`src/rtl/registro_pipe.sv`:
```
// registro_pipe -- elastic pipeline register.
//
// DEPTH stages of WIDTH-bit data, each with its own valid flag, linked by a
// valid/ready handshake. A bubble anywhere in the chain lets the stages above
// it advance, so a stalled output lets upstream stages fill up.
//
// Handshake semantics: a word moves across an interface on a rising CLK edge
// exactly when valid and ready are both high in the cycle before that edge;
// valid never depends on ready, while IN_READY depends combinationally on
// OUT_READY through the readiness chain.
//
// Ports:
//   CLK        clock, all state changes on the rising edge
//   RESET      synchronous, active-high; clears all valid flags
//   CE         global clock enable; low freezes all state, masks handshakes
//   FLUSH      synchronous clear of all valid flags (data registers hold)
//   IN_VALID   / IN_READY / DATA_IN     upstream side
//   OUT_VALID  / OUT_READY / DATA_OUT   downstream side, DATA_OUT from last stage
//   OCCUPANCY  number of valid stages, 0..DEPTH
//
// Configuration macro REGISTRO_PIPE_CLR_DATA_EN:
//   defined   -> RESET also clears all data registers (DATA_OUT=0 after reset)
//   undefined -> data registers have no reset; DATA_OUT is undefined until the
//                first word reaches the last stage
module registro_pipe #(
    parameter int WIDTH = 8,
    parameter int DEPTH = 2
) (
    input  logic                         CLK,
    input  logic                         RESET,
    input  logic                         CE,
    input  logic                         FLUSH,
    input  logic                         IN_VALID,
    output logic                         IN_READY,
    input  logic [WIDTH-1:0]             DATA_IN,
    output logic                         OUT_VALID,
    input  logic                         OUT_READY,
    output logic [WIDTH-1:0]             DATA_OUT,
    output logic [$clog2(DEPTH+1)-1:0]   OCCUPANCY
);

    localparam int OCC_W = $clog2(DEPTH + 1);

    logic [DEPTH-1:0] v_q;
    logic [DEPTH-1:0] v_d;
    logic [WIDTH-1:0] d_q [DEPTH];
    logic [WIDTH-1:0] d_d [DEPTH];

    // r[i]: stage i may load this cycle (it is empty, or its word moves on)
    logic [DEPTH-1:0] r;
    // Source of each stage: the stage below it, or the input port for stage 0
    logic [DEPTH-1:0] src_v;
    logic [WIDTH-1:0] src_d [DEPTH];
    logic             adv;
    logic [OCC_W-1:0] occ;

    // Readiness chain, evaluated from the output end back to the input.
    // A running variable keeps the chain free of self-referencing vector bits.
    always_comb begin
        logic rdy;
        rdy = OUT_READY;
        r   = '0;
        for (int i = DEPTH - 1; i >= 0; i--) begin
            rdy  = !v_q[i] | rdy;
            r[i] = rdy;
        end
    end

    always_comb begin
        src_v    = '0;
        src_v[0] = IN_VALID;
        src_d[0] = DATA_IN;
        for (int i = 1; i < DEPTH; i++) begin
            src_v[i] = v_q[i-1];
            src_d[i] = d_q[i-1];
        end
    end

    // RESET is folded into the advance condition so nothing loads during a
    // reset cycle, even in the build where data registers have no reset.
    assign adv = CE & !FLUSH & !RESET;

    always_comb begin
        v_d = v_q;
        d_d = d_q;
        if (FLUSH) begin
            v_d = '0;
        end else if (adv) begin
            for (int i = 0; i < DEPTH; i++) begin
                if (r[i]) begin
                    v_d[i] = src_v[i];
                    d_d[i] = src_d[i];
                end
            end
        end
    end

    always_ff @(posedge CLK) begin
        if (RESET) begin
            v_q <= '0;
        end else begin
            v_q <= v_d;
        end
    end

`ifdef REGISTRO_PIPE_CLR_DATA_EN
    always_ff @(posedge CLK) begin
        if (RESET) begin
            for (int i = 0; i < DEPTH; i++) begin
                d_q[i] <= '0;
            end
        end else begin
            d_q <= d_d;
        end
    end
`else
    always_ff @(posedge CLK) begin
        d_q <= d_d;
    end
`endif

    always_comb begin
        occ = '0;
        for (int i = 0; i < DEPTH; i++) begin
            occ = occ + OCC_W'(v_q[i]);
        end
    end

    // Both handshakes are masked while RESET, FLUSH or !CE, so no transfer
    // can happen in a cycle where the pipe contents are being discarded.
    assign IN_READY  = adv & r[0];
    assign OUT_VALID = adv & v_q[DEPTH-1];
    assign DATA_OUT  = d_q[DEPTH-1];
    assign OCCUPANCY = occ;

endmodule

```
`config.mk`:
```
export PLATFORM = sky130hd
export DESIGN_NAME = registro_pipe
export DESIGN_NICKNAME = d
export VERILOG_FILES = /design/src/rtl/registro_pipe.sv
export SDC_FILE = /design/constraint.sdc
export NUM_CORES = 1
export LEC_CHECK = 0
export CORE_UTILIZATION = 41
export CTS_CLUSTER_DIAMETER = 150
export DETAILED_ROUTE_END_ITERATION = 10
export GPL_ROUTABILITY_DRIVEN = 0
export GPL_TIMING_DRIVEN = 0
export PLACE_DENSITY = 0.76
export SLEW_MARGIN = 10
export SYNTH_ARGS = -nofsm -noshare
export SYNTH_HDL_FRONTEND = slang
export SYNTH_SLANG_ARGS = --single-unit
```
`constraint.sdc`:
```
create_clock -name CLK -period 2.2 [get_ports CLK]
set_clock_uncertainty 0.1 [all_clocks]
set_input_delay 0.33 -clock CLK [delete_from_list [all_inputs] [get_ports CLK]]
set_output_delay 0.33 -clock CLK [all_outputs]
set_load 0.02 [all_outputs]
```
After elaboration in Yosys (flattened, before gate mapping)
Index checks and enable logic that the tools add are counted.

Bits in registers: 18. Input port bits: 14. Output and inout bits: 12. Word-level logic and storage cells: 21.

Add/subtract/negate cells: 1. Bitwise gates (word level): 7. Reduce and logical (&&, ||, !) cells: 9.

Operator list (number): 3-bit AND reduction (2); 1-bit bitwise AND (4); 1-bit logical NOT (4); 2-bit AND reduction (2); 1-bit by 1-bit adder with 2-bit output (1); 1-bit OR (2); 2-bit OR reduction (1); 1-bit inverter (1).

Depth between registers and ports, before layout
Gate-level depths: netlist of run 1.

Depth after elaboration: 4. Gate-level depth with buffers: 2. Mapped depth without buffers: 2.

Least setup slack after synthesis of run 1
OpenSTA, ideal clock, no wires.

Path kind: input to register. From: in FLUSH. To: reg d_q[10] in the netlist's numbering (enable). Library setup time: 0.375 ns. Arrival: 1.191 ns. Required time: 1.725 ns. Setup slack: 0.533 ns. Stages: 2. Path buffers: 0. Cells stage by stage: or3b_1 -> a21oi_1.

Word-level cells in the longest chain between the ends: 4. Elaborated cells on any way between the ends: 5. Those cells by class: 3 x bitwise; 2 x reduce/logical.

RTL lines: start, declared (RTL line 32) `input logic FLUSH,`; 1-bit logical NOT (RTL line 81) `assign adv = CE & !FLUSH & !RESET;`; 1-bit bitwise AND (2 in series) (RTL line 81); 3-bit AND reduction (no source line) (*); end signal, assigned (RTL line 118) `d_q <= d_d;`; end, declared (RTL line 46) `logic [WIDTH-1:0] d_q [DEPTH];`.

Every way passes the cells marked *; elsewhere a longest branch is shown, timed or not. A chain may end at the register's enable or synchronous reset.

Worst setup path after layout of run 1
From: in FLUSH. To: out OUT_VALID.

Word-level cells in the longest chain between the ends: 4.

RTL lines: 1-bit logical NOT (RTL line 81); 1-bit bitwise AND (2 in series) (RTL line 81); 1-bit bitwise AND (RTL line 132) `assign OUT_VALID = adv & v_q[DEPTH-1];`; end, declared (RTL line 36) `output logic OUT_VALID,`.

No other way between the ends.

==> metrics, run 1 <==
run status=complete, no violations; Hold Path Depth=0; Fin Setup TNS=0 ns; Post-Syn Area=679 um^2; CP Launch Type=primary input; average size of a mapped cell=17.0 um^2; internal reg-to-reg setup slack=0.66 ns; Peak VDD IR=0.382 mV; FP Rows=14; largest fanout on the critical path=3; DR pass1 iterations=2; most common cell type on the critical path=clkdlybuf4s50_1; setup violators final=0; vias in the first global route=398; first-pass GRT wire length=1570 um; DRC Markers=0; worst min path class=register to register; Die Area=1820 um^2; synthesized flop and latch total=18; P_leak=0.356 nW; die width=42.7 um; Distinct cells, synth=14; reg2reg end=d_q[12]$_DFFE_PP_; Starting DRT DRC Count=6; initial antenna violation count=0; Cell Chain, Critical Path=clkdlybuf4s50_1 > nor2_2 > and3_2 > clkdlybuf4s50_1; count of final max-slew check failures=0; Min-Delay Endpoint=DATA_OUT[7]$_DFFE_PP_; antenna-violating nets left=0; final std cells w/o fill=84; commonest non-fill, non-tap cell in the layout=clkdlybuf4s50_1; Die Y=42.7 um; num ports=26; clock buffer depth=2; worst skew pair latency=0.28 ns; Reg2Reg Launch Point=v_q[1]$_SDFFE_PP0P_; Crit. End Element=output pin; CTS tree=done; Area contributors post-synth=edfxtp_1, buf_4, dfxtp_1; GRT Residual Overflow=0; Clock Sinks=18; crit path kind=primary input to output pin; Synth top area share=70.7%; GRT Total Usage=12.3%; DR WL/cell=10.5 um; Final Hold Viols=0; total design power=0.000575 W; Worst R2R Path Depth=2; core footprint=1520 um^2; Final period util=95.7%; layout cell share with drive strength beyond 1=22.1%; Warnings, synthesis=0; Crit path largest cell delay=0.59 ns; NumNets Final=85; RSZ-0062 raised after global routing=false; Synth Instances=40; Antenna diodes=0; Slew @ Worst Pin=0.690 ns; sequential cell area fraction in the yosys report=76.6%; largest net degree at the start of global routing=10; DP Cell Count=81; TritonCTS buffer count=3; Vias=397; slowest library cell on the worst path=clkdlybuf4s50_1; post-synth top area cell=edfxtp_1; Worst-path clk slew=0.08 ns; arrival time at the worst endpoint=1.67 ns; MaxCap Viol Count=0; Max Fclk=475 MHz; PortBufs=25; most frequent cells in the layout=clkdlybuf4s50_1, edfxtp_1, buf_4; minimum clock period=2.10 ns; routed vias/inst=4.73; Initial Util=44.6%; Syn-to-layout area delta=42.7%; min-delay src=d_q[15]$_DFFE_PP_; Relative slew margins=54.0%; worst endpoint required time=1.77 ns; syn nets=55; pwr dens=593 nW/um^2; H-Tree Depth=1; post-layout util=63.6%; clock root cell=clkbuf_4; drt total wl=885 um
## flip-flops by register name (all words and copies together), names as in the netlist
signal,cells
DATA_OUT,8
d_q,8
v_q,2
## area by class of cell
type                            instances  area, um^2
Fill cell                             128         554
Tap cell                               16        20.0
Buffer                                  8        60.1
Sequential cell                        18         520
Clock buffer                            3        22.5
Multi-Input combinational cell         14         101
Timing Repair Buffer                   25         245
## logic make-up (layout without fill, tap and decap cells)
| family | Yosys count | in the layout | synth area share [%] |
|---|---|---|---|
| AOI/OAI and AO/OA | 5 | 5 | 5.16 |
| buffers and inverters | 8 | 36 | 8.84 |
| DFF | 18 | 18 | 76.6 |
| adders and majority gates | 1 | 1 | 1.84 |
| and+or+nand+nor | 7 | 7 | 6.08 |
| muxes | 1 | 1 | 1.47 |
## report_power, final
part / total, W / internal, W / leakage, nW / switching, W
sequential: 0.000386 / 0.000383 / 0.163 / 0.00000314
combinational: 0.0000457 / 0.0000296 / 0.180 / 0.0000161
clock: 0.000144 / 0.0000634 / 0.0138 / 0.0000805
## synthesized netlist by cell type, drive strengths merged
library cell,count
edfxtp,16
buf,8
a21boi,2
a21oi,2
dfxtp,2
nor2,2
a21bo,1
and3,1
ha,1
mux2i,1
nand2,1
nand3b,1
nor2b,1
or3b,1
## what timing repair did
item,in CTS,in global routing
setup endpoints to repair,1,2
endpoints found under the hold margin,0,0
hold buffers,0,0
gates cloned,0,0
setup buffers,0,0
resized for setup,2,2
## worst max-delay path by stage
stage,startpoint,to,slack (ns),cells after the start
final,FLUSH,OUT_VALID,0.1,4
after detailed placement,CE,IN_READY,-0.28,4
after floorplan,FLUSH,d_q[10]$_DFFE_PP_,0.53,2
after CTS,CE,IN_READY,0.009,4
after global routing,FLUSH,OUT_VALID,0.02,4
after global placement,CE,IN_READY,-0.28,4
## worst max-delay path, delay by kind of cell
kind	cells	cell delay [ns]
buffers and inverters	2	1.01
AND/OR/NAND/NOR	2	0.33
## metrics by stage
stage / hold slack [ns] / instance area [um^2] / worst slack (ns)
3_5_place_dp: 0.306 / 950 / -0.284
6_report: 0.324 / 970 / 0.0951
2_1_floorplan: 0.300 / 679 / 0.533
3_3_place_gp: 0.300 / 950 / -0.283
5_1_grt: 0.333 / 970 / 0.0240
4_1_cts: 0.328 / 972 / 0.00935
## per-layer routing
metal  vias up  track usage, %  wire length [um]
li1        199               -                 -
met1       176            12.1               316
met2        20            22.1               489
met3         2            3.83                58
met4         0            7.50                19
met5         -               0                 0
Power figures use the tool's default switching activity.
==> run 2, diff against run 1 <==
==> constraint.sdc (replaced) <==
create_clock -name CLK -period 2.1 [get_ports CLK]
set_clock_uncertainty 0.1 [all_clocks]
set_input_delay 0.42 -clock CLK [delete_from_list [all_inputs] [get_ports CLK]]
set_output_delay 0.42 -clock CLK [all_outputs]
set_load 0.02 [all_outputs]
==> run 2 against run 1 <==
Sequential power increased by 5%. Global-route usage unchanged. Hold slack about the same. Largest cell class unchanged. Combinational power increased by 5.9%. Sequential share of layout area decreased by 0.62 points. Critical path depth unchanged. Routed wire length increased by 1.5%. Via count increased by 1.3%. Flip-flop and latch count unchanged. Critical path type unchanged.
==> metrics, run 2 (synthesis gave the netlist of run 1 again) <==
CTS tree=done; initial antenna violation count=0 (unchanged); TritonCTS buffer count=3 (unchanged); core footprint=1520 um^2 (unchanged); Die Y=42.7 um (unchanged); Peak VDD IR=0.401 mV (+5.0%); Final Hold Viols=0 (unchanged); die width=42.7 um (unchanged); NumNets Final=85 (unchanged); Worst R2R Path Depth=2 (unchanged); arrival time at the worst endpoint=1.52 ns (-0.15 ns); run status=complete, no violations; internal reg-to-reg setup slack=0.55 ns (-0.11 ns); Antenna diodes=0 (unchanged); H-Tree Depth=1 (unchanged); CP Launch Type=primary input; vias in the first global route=398 (unchanged); Clock Sinks=18 (unchanged); commonest non-fill, non-tap cell in the layout=clkdlybuf4s50_1; worst skew pair latency=0.28 ns (about the same); PortBufs=25 (unchanged); clock buffer depth=2 (unchanged); Hold-fix buffers, CTS=0 (unchanged); Final period util=97.2%; minimum clock period=2.04 ns; DR pass1 iterations=2 (unchanged); RSZ-0062 raised after global routing=false; largest net degree at the start of global routing=10 (unchanged); Die Area=1820 um^2 (unchanged); Placed Area=950 um^2 (unchanged); grt peak-use layer=met2; crit path kind=primary input to output pin; num ports=26 (unchanged); Initial Util=44.6% (unchanged); end point of the critical path=IN_READY; count of final max-slew check failures=0 (unchanged); M1 GR Usage=12.1% (unchanged); clock root cell=clkbuf_4; GRT Total Usage=12.3% (unchanged); routed vias/inst=4.79 (+1.3%); Syn-to-layout area delta=44.4%; worst min path class=register to register; critical path startpoint=FLUSH; largest fanout on the critical path=3 (unchanged); total design power=0.000603 W (+4.9%); Slew @ Worst Pin=0.691 ns (+0.000338 ns); FP Rows=14 (unchanged); Worst-path clk slew=0.08 ns (about the same); M2 GR Usage=22.1% (unchanged); first-pass GRT wire length=1570 um (unchanged); antenna-violating nets left=0 (unchanged); Reg2Reg Launch Point=v_q[1]$_SDFFE_PP0P_; setup violators final=0 (unchanged); P_leak=0.390 nW (+9.4%); worst endpoint required time=1.58 ns (-0.19 ns); DR WL/cell=10.7 um (+1.5%); DRC Markers=0 (unchanged); Crit. End Element=output pin; Vias=402 (+1.3%); met3 Use GR=3.83% (unchanged); most frequent cells in the layout=clkdlybuf4s50_1, edfxtp_1, buf_4; Max Fclk=490 MHz; reg2reg end=d_q[12]$_DFFE_PP_; layout cell share with drive strength beyond 1=25.0% (+2.9 points); Starting DRT DRC Count=6 (unchanged); GRT Residual Overflow=0 (unchanged); Post-CTS Setup Inserts=0 (unchanged); drt total wl=898 um (+1.5%); final instance area=981 um^2 (+1.2%); pwr dens=615 nW/um^2 (+3.7%); Relative slew margins=54.0% (about the same); MaxCap Viol Count=0 (unchanged)
[run 2: cell count changes in the layout (fill, tap and decap cells not counted)]
cell and delta:
a21oi_1 -1, a21oi_2 +1, buf_4 +1, clkbuf_2 -1
clkdlybuf4s50_1 -4, dlygate4sd2_1 +2, dlymetal6s2s_1 +2, or3b_1 -1
or3b_4 +1
[run 2: worst max-delay path: stages]
cell and delay [ns]:
clkdlybuf4s50_1 0.43, or3b_4 0.40, a21oi_2 0.12, buf_4 0.15
[run 2: metrics by stage]
stage          setup TNS [ns]  std cells  hold WS [ns]  worst slack [ns]  util, %
2_1_floorplan               0         40         0.300             0.343        -
3_3_place_gp            -5.20         81         0.300            -0.563     62.3
3_5_place_dp            -5.98         81         0.306            -0.564     62.3
4_1_cts                     0         84         0.328           0.00664     63.5
5_1_grt                     0         84         0.333           0.00429     64.4
6_report                    0         84         0.324            0.0585     64.4
[run 2: worst min-delay path by stage]
stage	start	endpoint	slack, ns	cells past startpoint
final	d_q[15]$_DFFE_PP_	DATA_OUT[7]$_DFFE_PP_	0.32	0
after global routing	d_q[9]$_DFFE_PP_	DATA_OUT[1]$_DFFE_PP_	0.33	0
after CTS	d_q[10]$_DFFE_PP_	DATA_OUT[2]$_DFFE_PP_	0.33	0
after detailed placement	d_q[10]$_DFFE_PP_	DATA_OUT[2]$_DFFE_PP_	0.31	0
after global placement	d_q[13]$_DFFE_PP_	DATA_OUT[5]$_DFFE_PP_	0.30	0
after floorplan	d_q[8]$_DFFE_PP_	DATA_OUT[0]$_DFFE_PP_	0.30	0
[run 2: power by group]
group | total (W) | switching, W | internal [W]
clock network | 0.000151 | 0.0000843 | 0.0000664
registers | 0.000404 | 0.00000337 | 0.000401
logic | 0.0000484 | 0.0000173 | 0.0000311
[run 2: repair_timing]
action                     4_1_cts  5_1_grt
pin swaps                        0        1
resized for setup                7        5
setup endpoints to repair       13        3
hold endpoints to repair         0        0
[run 2: cell type report]
type	count	area [um^2]
Buffer	8	60.1
Clock buffer	3	22.5
Fill cell	127	543
Multi-Input combinational cell	14	108
Sequential cell	18	520
Tap cell	16	20.0
Timing Repair Buffer	25	250
[run 2: metal layers]
metal  wire (um)  vias up  share of wire (%)
li1            -      199                  -
met1         321      181                 36
met2         495       20                 55
met3          61        2                6.8
met4          19        0                2.1
met5           0        -                  0
==> run 3, diff against run 2 <==
CAP_MARGIN = 20   (was default)
CORE_MARGIN = 2   (was default)
==> run 3 against run 2 <==
Via count decreased by 0.50%. Setup slack got worse by 0.046 ns. Clock power increased by 9%. Sequential power about the same. Critical path depth unchanged. Largest cell class unchanged. Highest routed layer unchanged.
==> metrics, run 3 (synthesis gave the netlist of run 1 again) <==
initial antenna violation count=0 (unchanged); Syn-to-layout area delta=44.0%; Clock Sinks=18 (unchanged); Max Fclk=479 MHz (-2.2%); Hold Path Depth=0 (unchanged); worst setup slack after placement=-0.558 ns (+0.00628 ns); largest net degree at the start of global routing=11 (+1); layout cell share with drive strength beyond 1=23.2% (-1.8 points); crit path kind=primary input to output pin; GRT Residual Overflow=0 (unchanged); vias in the first global route=415 (+4.3%); count of final max-slew check failures=0 (unchanged); met3 Use GR=4.40% (+0.57 points); TritonCTS buffer count=3 (unchanged); most frequent cells in the layout=clkdlybuf4s50_1, edfxtp_1, buf_4; worst endpoint required time=1.58 ns (about the same); worst skew pair latency=0.28 ns (about the same); Worst R2R Path Depth=2 (unchanged); Antenna diodes=0 (unchanged); Initial Util=44.6% (unchanged); final std cells w/o fill=85 (+1.2%); Slew @ Worst Pin=0.740 ns (+0.0493 ns); FP Rows=14 (unchanged); DRC Markers=0 (unchanged); core footprint=1520 um^2 (unchanged); Placed Area=950 um^2 (unchanged); NumNets Final=85 (unchanged); CP Launch Type=primary input; clock buffer depth=2 (unchanged); clock root cell=clkbuf_4; worst min path class=register to register; M1 GR Usage=11.3% (-0.81 points); H-Tree Depth=1 (unchanged); Vias=400 (-0.50%); Final period util=99.4% (+2.2 points); post-DP HPWL=745 um; DR WL/cell=11.3 um (+5.3%); Final Hold Viols=0 (unchanged); final instance area=978 um^2 (-0.26%); Post-CTS Setup Inserts=0 (unchanged); arrival time at the worst endpoint=1.57 ns (+0.05 ns); PortBufs=25 (unchanged); Starting DRT DRC Count=1 (-5); Peak VDD IR=0.373 mV (-6.9%); largest fanout on the critical path=3 (unchanged); routed vias/inst=4.71 (-1.7%); first-pass GRT wire length=1620 um (+3.1%); Filler cells=124 (-2.4%); num ports=26 (unchanged); GRT Total Usage=11.6% (-0.69 points); commonest non-fill, non-tap cell in the layout=clkdlybuf4s50_1; RSZ-0062 raised after global routing=true; pwr dens=631 nW/um^2 (+2.6%); Worst Hold Slack=0.329 ns (+0.00473 ns); M2 GR Usage=21.4% (-0.67 points); DP Cell Count=81 (unchanged); DR pass1 iterations=2 (unchanged); Relative slew margins=50.7% (-3.3 points); antenna-violating nets left=0 (unchanged); minimum clock period=2.09 ns (+0.0457 ns); Die Area=2000 um^2 (+9.6%); Crit. End Element=output pin; grt peak-use layer=met2; setup violators final=0 (unchanged); die width=44.7 um (+4.7%); Worst-path clk slew=0.09 ns (about the same); CTS tree=done; MaxCap Viol Count=0 (unchanged); setup ws final=0.0129 ns (-0.0457 ns); P_leak=0.383 nW (-1.8%); run status=complete, no violations; Die Y=44.7 um (+4.7%); drt total wl=957 um (+6.6%)
## run 3: changes by cell type in the layout (fill, tap and decap cells not counted), sizes merged
cell,delta
clkinv,+1
clkdlybuf4s50,+1
dlymetal6s2s,-1
## run 3: area by class of cell
| type | count | area, um^2 | area share (%) |
|---|---|---|---|
| clock inverter | 1 | 3.75 | 0.384 |
| timing repair buffer | 25 | 248 | 25.3 |
| sequential | 18 | 520 | 53.2 |
| buffer | 8 | 60.1 | 6.14 |
| tap | 16 | 20.0 | 2.05 |
| clock buffer | 3 | 22.5 | 2.30 |
| multi-input combinational | 14 | 104 | 10.6 |
## run 3: where the power goes
group / switching [W] / total (W) / leakage, nW / internal (W)
sequential: 0.00000308 / 0.000404 / 0.163 / 0.000401
clock: 0.0000956 / 0.000165 / 0.0154 / 0.0000689
combinational: 0.0000176 / 0.0000488 / 0.204 / 0.0000312
total: 0.000116 / 0.000617 / 0.383 / 0.000501
## run 3: final timing paths
check | slack (ns) | endpoint | start
worst max-delay path | 0.01 | IN_READY | FLUSH
worst min-delay path | 0.33 | DATA_OUT[0]$_DFFE_PP_ | d_q[8]$_DFFE_PP_
worst max register to register | 0.52 | d_q[14]$_DFFE_PP_ | v_q[1]$_SDFFE_PP0P_
worst min register to register | 0.33 | DATA_OUT[0]$_DFFE_PP_ | d_q[8]$_DFFE_PP_
## run 3: critical path, cell delays in order
cell	delay [ns]
clkdlybuf4s50_1	0.44
or3b_4	0.42
a21oi_1	0.14
buf_4	0.16
## run 3: through the flow
step                power, W  TNS (ns)  utilization (%)
detailed placement  0.000461     -6.23             62.3
global route        0.000640    -0.163             64.2
floorplan           0.000426         0                -
global placement    0.000459     -5.43             62.3
CTS                 0.000622         0             63.5
finish              0.000617         0             64.2
## run 3: repair_timing
| item | 4_1_cts | 5_1_grt |
|---|---|---|
| gates cloned | 0 | 0 |
| endpoints found under the setup margin | 18 | 11 |
| pin swaps | 0 | 0 |
| gates resized for setup | 6 | 4 |
| hold buffers | 0 | 0 |
## run 3: per-layer routing
layer / vias to the layer above / routed length, um
met5: - / 0
met4: 0 / 14
met3: 2 / 94
met2: 21 / 496
met1: 180 / 351
li1: 197 / -
